<file path="config.mk">
export PLATFORM = sky130hd
export DESIGN_NAME = pic8259
export DESIGN_NICKNAME = d
export VERILOG_FILES = /design/src/rtl/pic8259_pkg.sv /design/src/rtl/pic8259_prio.sv /design/src/rtl/pic8259.sv
export SDC_FILE = /design/constraint.sdc
export NUM_CORES = 1
export LEC_CHECK = 0
export ABC_AREA = 1
export BUFFER_PORTS_ARGS = -buffer_cell sky130_fd_sc_hd__buf_2
export CAP_MARGIN = 30
export CORE_UTILIZATION = 50
export DETAILED_ROUTE_END_ITERATION = 8
export PLACE_DENSITY_LB_ADDON = 0.3
export SYNTH_ARGS = -nofsm -noshare
export SYNTH_HDL_FRONTEND = slang
export SYNTH_HIERARCHICAL = 1
export SYNTH_SLANG_ARGS = --single-unit
</file>
<file path="constraint.sdc">
create_clock -name clk -period 1.7 [get_ports clk]
set_input_delay 0.17 -clock clk [delete_from_list [all_inputs] [get_ports clk]]
set_output_delay 0.17 -clock clk [all_outputs]
set_load 0.01 [all_outputs]
</file>
<file path="src/rtl/pic8259_pkg.sv">
// Shared types for the 8259A-compatible PIC: init/INTA state enums, OCW2 EOI codes
// and a lowest-set-bit helper used by the priority resolver.
package pic8259_pkg;
  typedef enum logic [2:0] {UNINIT, WAIT_ICW2, WAIT_ICW3, WAIT_ICW4, READY} init_st_e;
  typedef enum logic [1:0] {IDLE, ACK1, ACK2} inta_st_e;

  localparam logic [2:0] EOI_NS = 3'b001;
  localparam logic [2:0] EOI_SP = 3'b011;

  // Index of the lowest set bit (bit 0 = highest priority); 7 when empty.
  function automatic logic [2:0] lsb_idx(input logic [7:0] v);
    lsb_idx = 3'd7;
    for (int i = 7; i >= 0; i--)
      if (v[i]) lsb_idx = 3'(i);
  endfunction
endpackage

</file>
<file path="src/rtl/pic8259_prio.sv">
// Combinational fixed-priority resolver: winning unmasked request and top in-service level.
module pic8259_prio
  import pic8259_pkg::*;
(
  input  logic [7:0] irr_i,
  input  logic [7:0] imr_i,
  input  logic [7:0] isr_i,
  output logic       req_o,
  output logic [2:0] win_o,
  output logic [2:0] isr_top_o
);
  logic [7:0] pend;

  assign pend      = irr_i & ~imr_i;
  assign req_o     = |pend;
  assign win_o     = lsb_idx(pend);
  assign isr_top_o = lsb_idx(isr_i);
endmodule

</file>
<file path="src/rtl/pic8259.sv">
// Single-device 8259A-style PIC: edge-triggered IRR, fixed priority, normal EOI / AEOI,
// two-pulse 8086 INTA handshake returning {vec_base, level}.
module pic8259
  import pic8259_pkg::*;
#(
  parameter int SYNC_STAGES = 2
) (
  input  logic       clk,
  input  logic       rst_n,
  input  logic       cs_n,
  input  logic       rd_n,
  input  logic       wr_n,
  input  logic       a0,
  input  logic [7:0] d_in,
  output logic [7:0] d_out,
  output logic       d_oe,
  input  logic [7:0] ir,
  input  logic       inta_n,
  output logic       intr
);
  logic [SYNC_STAGES-1:0][7:0] ir_sync_q;
  logic [7:0] ir_prev_q;
  logic       wr_s_q, wr_p_q, cs_s_q, cs_p_q, a0_s_q, a0_p_q, inta_s_q, inta_p_q;
  logic [7:0] d_s_q, d_p_q;

  init_st_e   init_q, init_d;
  inta_st_e   inta_q, inta_d;
  logic [7:0] imr_q, imr_d, isr_q, isr_d, irr_q, irr_d, ack_clr;
  logic [4:0] base_q, base_d;
  logic [2:0] n_q, n_d;
  logic       aeoi_q, aeoi_d, sngl_q, sngl_d, ic4_q, ic4_d, rsel_q, rsel_d;
  logic       spur_q, spur_d, intr_q, intr_d;

  logic [7:0] ir_s, ir_rise;
  logic       wcommit, icw1, inta_fall, inta_rise, req;
  logic [2:0] win, isr_top;
  logic       vec_drv, rd_drv;

  pic8259_prio u_prio (
    .irr_i(irr_q), .imr_i(imr_q), .isr_i(isr_q),
    .req_o(req), .win_o(win), .isr_top_o(isr_top)
  );

  assign ir_s      = ir_sync_q[SYNC_STAGES-1];
  assign ir_rise   = ir_s & ~ir_prev_q;
  // A write commits once wr_n is seen high after a low sample; the bus fields come from that low sample.
  assign wcommit   = wr_s_q & ~wr_p_q & ~cs_p_q;
  assign icw1      = wcommit & ~a0_p_q & d_p_q[4];
  assign inta_fall = inta_p_q & ~inta_s_q;
  assign inta_rise = ~inta_p_q & inta_s_q;

  always_comb begin
    init_d  = init_q;
    inta_d  = inta_q;
    imr_d   = imr_q;
    isr_d   = isr_q;
    base_d  = base_q;
    aeoi_d  = aeoi_q;
    sngl_d  = sngl_q;
    ic4_d   = ic4_q;
    rsel_d  = rsel_q;
    n_d     = n_q;
    spur_d  = spur_q;
    ack_clr = '0;

    if (icw1) begin
      sngl_d = d_p_q[1];
      ic4_d  = d_p_q[0];
      imr_d  = 8'h00;
      isr_d  = 8'h00;
      rsel_d = 1'b0;
      inta_d = IDLE;
      init_d = WAIT_ICW2;
    end else if (wcommit) begin
      unique case (init_q)
        WAIT_ICW2: if (a0_p_q) begin
          base_d = d_p_q[7:3];
          init_d = !sngl_q ? WAIT_ICW3 : (ic4_q ? WAIT_ICW4 : READY);
        end
        WAIT_ICW3: if (a0_p_q) init_d = ic4_q ? WAIT_ICW4 : READY;
        WAIT_ICW4: if (a0_p_q) begin
          aeoi_d = d_p_q[1];
          init_d = READY;
        end
        READY: begin
          if (a0_p_q) imr_d = d_p_q;
          else if (d_p_q[4:3] == 2'b00) begin
            if (d_p_q[7:5] == EOI_NS)      isr_d[isr_top]    = 1'b0;
            else if (d_p_q[7:5] == EOI_SP) isr_d[d_p_q[2:0]] = 1'b0;
          end else if (d_p_q[4:3] == 2'b01 && d_p_q[1]) rsel_d = d_p_q[0];
        end
        default: ;
      endcase
    end

    // INTA runs after the write decode so an ack set survives a same-cycle EOI clear.
    if (!icw1) begin
      unique case (inta_q)
        IDLE: if (inta_fall && init_q == READY) begin
          inta_d = ACK1;
          n_d    = req ? win : 3'd7;
          spur_d = !req;
          if (req) begin
            isr_d[win]   = 1'b1;
            ack_clr[win] = 1'b1;
          end
        end
        ACK1: if (inta_rise) inta_d = ACK2;
        ACK2: if (inta_rise) begin
          inta_d = IDLE;
          if (aeoi_q && !spur_q) isr_d[n_q] = 1'b0;
        end
        default: inta_d = IDLE;
      endcase
    end

    irr_d  = icw1 ? 8'h00 : ((irr_q | ir_rise) & ir_s & ~ack_clr);
    intr_d = (init_q == READY) && (inta_q == IDLE) && !inta_fall && req &&
             (~|isr_q || (win < isr_top));
  end

  always_ff @(posedge clk or negedge rst_n) begin
    if (!rst_n) begin
      ir_sync_q <= '0;
      ir_prev_q <= '0;
      wr_s_q    <= 1'b1;
      wr_p_q    <= 1'b1;
      cs_s_q    <= 1'b1;
      cs_p_q    <= 1'b1;
      a0_s_q    <= 1'b0;
      a0_p_q    <= 1'b0;
      d_s_q     <= '0;
      d_p_q     <= '0;
      inta_s_q  <= 1'b1;
      inta_p_q  <= 1'b1;
      init_q    <= UNINIT;
      inta_q    <= IDLE;
      imr_q     <= 8'hFF;
      isr_q     <= '0;
      irr_q     <= '0;
      base_q    <= '0;
      aeoi_q    <= 1'b0;
      sngl_q    <= 1'b0;
      ic4_q     <= 1'b0;
      rsel_q    <= 1'b0;
      n_q       <= '0;
      spur_q    <= 1'b0;
      intr_q    <= 1'b0;
    end else begin
      ir_sync_q <= {ir_sync_q[SYNC_STAGES-2:0], ir};
      ir_prev_q <= ir_s;
      wr_s_q    <= wr_n;
      wr_p_q    <= wr_s_q;
      cs_s_q    <= cs_n;
      cs_p_q    <= cs_s_q;
      a0_s_q    <= a0;
      a0_p_q    <= a0_s_q;
      d_s_q     <= d_in;
      d_p_q     <= d_s_q;
      inta_s_q  <= inta_n;
      inta_p_q  <= inta_s_q;
      init_q    <= init_d;
      inta_q    <= inta_d;
      imr_q     <= imr_d;
      isr_q     <= isr_d;
      irr_q     <= irr_d;
      base_q    <= base_d;
      aeoi_q    <= aeoi_d;
      sngl_q    <= sngl_d;
      ic4_q     <= ic4_d;
      rsel_q    <= rsel_d;
      n_q       <= n_d;
      spur_q    <= spur_d;
      intr_q    <= intr_d;
    end
  end

  assign intr    = intr_q;
  assign vec_drv = (inta_q == ACK2) && !inta_n;
  assign rd_drv  = !cs_n && !rd_n && wr_n;
  assign d_oe    = vec_drv | rd_drv;
  assign d_out   = vec_drv ? {base_q, n_q} :
                   rd_drv  ? (a0 ? imr_q : (rsel_q ? isr_q : irr_q)) : 8'h00;
endmodule

</file>
==> metrics.md <==
| Metric | Value |
|---|---|
| Status | complete, but fails checks |
| Failing checks | negative hold slack, negative setup slack |
| Pwr Total | 6.10 mW |
| RSZ-0062 raised after global routing | true |
| Worst VDD drop | 936 uV |
| Routed WL | 10100 um |
| PwrDens | 1160 nW/um^2 |
| Design Area, Final | 5240 sq um |
| CP max-delay cell | dfrtp_2 |
| Die area | 8420 sq um |
| Area grow syn2layout | 30.1% |
| Largest net degree at the start of global routing | 51 |
| Clk slew on worst S/H paths | 0.10 ns |
| Post-DP HPWL | 7530 um |
| Initial antenna violation count | 0 |
| Detailed Routing Iterations Pass 1 | 7 |
| # clock sinks | 91 |
| Post-synth EDFFs | 0 |
| Max clock buf depth | 2 |
| Clk Latency, worst-skew pair | 0.36 ns |
| DR iter-0 viols | 232 |
| Core footprint | 7770 sq um |
| Fin Hold WS | -0.0924 ns |
| Vias | 3417 |
| Async SR Flop Fraction | 1.00 |
| Crit Path Class | reg2out |
| FMAX | 561 MHz |
| Crit share post-route | 1.05 |
| Number of routed nets with antenna violations | 0 |
| I/O Buffers | 32 |
| Via/cell ratio | 5.27 |
| Worst Max-Slew Pin Slew | 0.440 ns |
| Mapped Cells | 441 |
| Top-count cell post-synth | nand2_1 |
| Die span in y | 91.7 um |
| Syn_nets | 466 |
| Syn avg cell area | 9.13 sq um |
| Met2 usage | 0.417 |
| Initial core utilization | 0.518 |
| GR Layer Usage met3 | 0.0439 |
| Yosys top cell by area | dfrtp_1 |
| Crit. End Element | output port |
| CTS Root Cell | clkbuf_8 |
| Most used DFF post-synth | dfrtp_1 |
| Share of cells above drive strength 1 | 0.333 |
| Final min period | 1.78 ns |
| Final setup violation count | 11 |
| Worst-path maximum fanout | 8 |
| Clock buffer count from CTS | 9 |
| Vias in the first global route | 3371 |
| Clock skew | 0.0176 ns |
| Diode count | 0 |
| Final WS setup | -0.0816 ns |
| HP Class | in2reg |
| Max stage delay on crit path | 0.47 ns |
| Slew margin rel. | 0.706 |
| GRT busiest layer | met2 |
| Cts hold-fix bufs | 19 |
| First-pass GRT wire length | 16300 um |
| H-tree depth | 3 |
| Worst path required time | 1.53 ns |
| Final Max Tran Viols | 0 |
| Top post-synthesis cells by area | dfrtp_1 48%, nand2_1 9.3%, dfstp_2 9.1%, inv_1 5.3%, o21ai_0 3.9% |
| Top cell type's share of synthesized area | 0.479 |
| DR DRC count | 0 |
| Crit path DAT | 1.61 ns |
| Fin. Hold Viols | 1 |
| # IOs | 33 |
| DP Area | 4580 sq um |
| Ys Warns | 6 |
| Flops & latches, synth | 91 |
| Synth unique cells | 37 |
| Num rows | 32 |
| Pleak | 2.54 nW |
| Top post-synthesis cells by count | 100 x nand2_1, 77 x dfrtp_1, 57 x inv_1, 31 x o21ai_0, 26 x nor2_1 |
| Routed len/inst | 15.6 um |
| Maximum capacitance violations | 0 |
| Total track usage | 0.256 |
| Placer Congestion | 0.993 |
| CTS tree | built |
| Final #Nets | 567 |
| Synthesized cell area | 4030 sq um |
| Met1 GRT Util | 0.343 |
| Crit path cell chain | buf_4 > a21oi_1 > o21ai_1 > o21ai_0 > o22ai_2 > buf_2 |
| CP Launch Type | flip-flop |
| Die W | 91.7 um |
| Gr ovfl total | 0 |
| Seq/Total Area, Yosys | 0.570 |
==> critical path: cells and delay by family (launching register included) <==
kind	cells	cell delay [ns]
flip-flops	1	0.47
AO/OA/AOI/OAI	4	0.47
buffers and inverters	2	0.32
==> logic make-up after synthesis <==
group / synth area share
flops: 0.570
compound gates: 0.113
simple gates: 0.245
buf+inv: 0.0665
fa+ha+maj: 0.00621
==> timing repair <==
action                                 CTS  global route
cloned                                   0             0
buffers inserted                         3             4
endpoints found under the hold margin   41             1
pin swaps                                6            13
setup endpoints to repair               26            28
gates resized for setup                 38            35
==> report_power, final <==
part           internal, mW  total [mW]  leakage (nW)  switching (mW)
registers              2.50        2.74          1.09           0.239
clock network         0.566        1.40        0.0913           0.830
logic                 0.814        1.96          1.36            1.15
==> cell usage in the layout, fill, tap and decap left out, types with 2 or more instances in the layout <==
master         netlist  routed
nor2_1              26      21
nand4_2              2       2
nor2_4               1       5
nor3_1               5       5
dfrtp_2              0       2
nor2_8               2       2
ha_1                 2       2
dfrtp_1             77      75
o22ai_1              9       3
buf_12               0       2
nand4_1             12      12
inv_8                0       2
nand3_4              1       2
or2_4                1       2
a21oi_1             25      18
nand2_1            100      89
buf_4                1      40
o211ai_1             2       2
inv_1               57      52
o22ai_4              0       2
a21oi_2              4      10
nor2_2               6       7
clkbuf_8             0       9
o21ai_0             31      21
nand3b_2             2       2
o21ai_1              7      16
inv_2                6      12
inv_6                0       2
o22ai_2              0       4
nand3_1             23      23
nand2_4              3       3
buf_2                4      29
dfstp_2             14      14
nand2_2              2      13
buf_6                0       5
dlygate4sd3_1        0      19
nor4_1               3       2
nor3b_2              0       3
==> per-layer routing <==
metal / routed length, um / vias up / part of all wire
met5: 0 / - / 0
met4: 369 / 0 / 0.037
met3: 421 / 25 / 0.042
met2: 4810 / 92 / 0.48
met1: 4500 / 1651 / 0.45
li1: - / 1649 / -
==> flip-flops by register name, summed over array words and instances (netlist names), 2 cells and up <==
| name | count |
|---|---|
| d_p_q | 8 |
| imr_q | 8 |
| base_q | 5 |
| n_q | 3 |
| d_s_q | 8 |
| isr_q | 8 |
| ir_sync_q | 8 |
| init_q | 3 |
| ir_s | 8 |
| ir_prev_q | 8 |
| irr_q | 8 |
| inta_q | 2 |
==> final timing paths <==
path	startpoint	slack, ns	to	cells past startpoint
worst max-delay path	rsel_q	-0.08	d_out[3]	6
worst min-delay path	inta_n	-0.09	inta_s_q	1
worst max register to register	imr_q[2]	-0.05	irr_q[7]	9
worst min register to register	a0_s_q	0.34	a0_p_q	0
max in group asynchronous	rst_n	0.82	imr_q[0]	3
min in group asynchronous	rst_n	0.23	a0_p_q	2
==> per-stage QoR <==
stage	util	cells	setup TNS [ns]	setup slack (ns)
after floorplan	-	441	0	0.0423
after global placement	0.590	607	-0.951	-0.137
after detailed placement	0.590	607	-1.32	-0.155
after CTS	0.659	645	-0.544	-0.0755
after global routing	0.675	649	-1.49	-0.123
final	0.675	649	-0.413	-0.0816
==> cell type report <==
| type | instances | area (sq um) |
|---|---|---|
| fill | 644 | 2530 |
| sequential | 91 | 2300 |
| multi-input combinational | 281 | 1660 |
| clock inverter | 6 | 56.3 |
| tap | 102 | 128 |
| timing repair buffer | 95 | 732 |
| inverter | 64 | 240 |
| clock buffer | 10 | 128 |
Note: power is estimated with default switching activity, not from simulation.
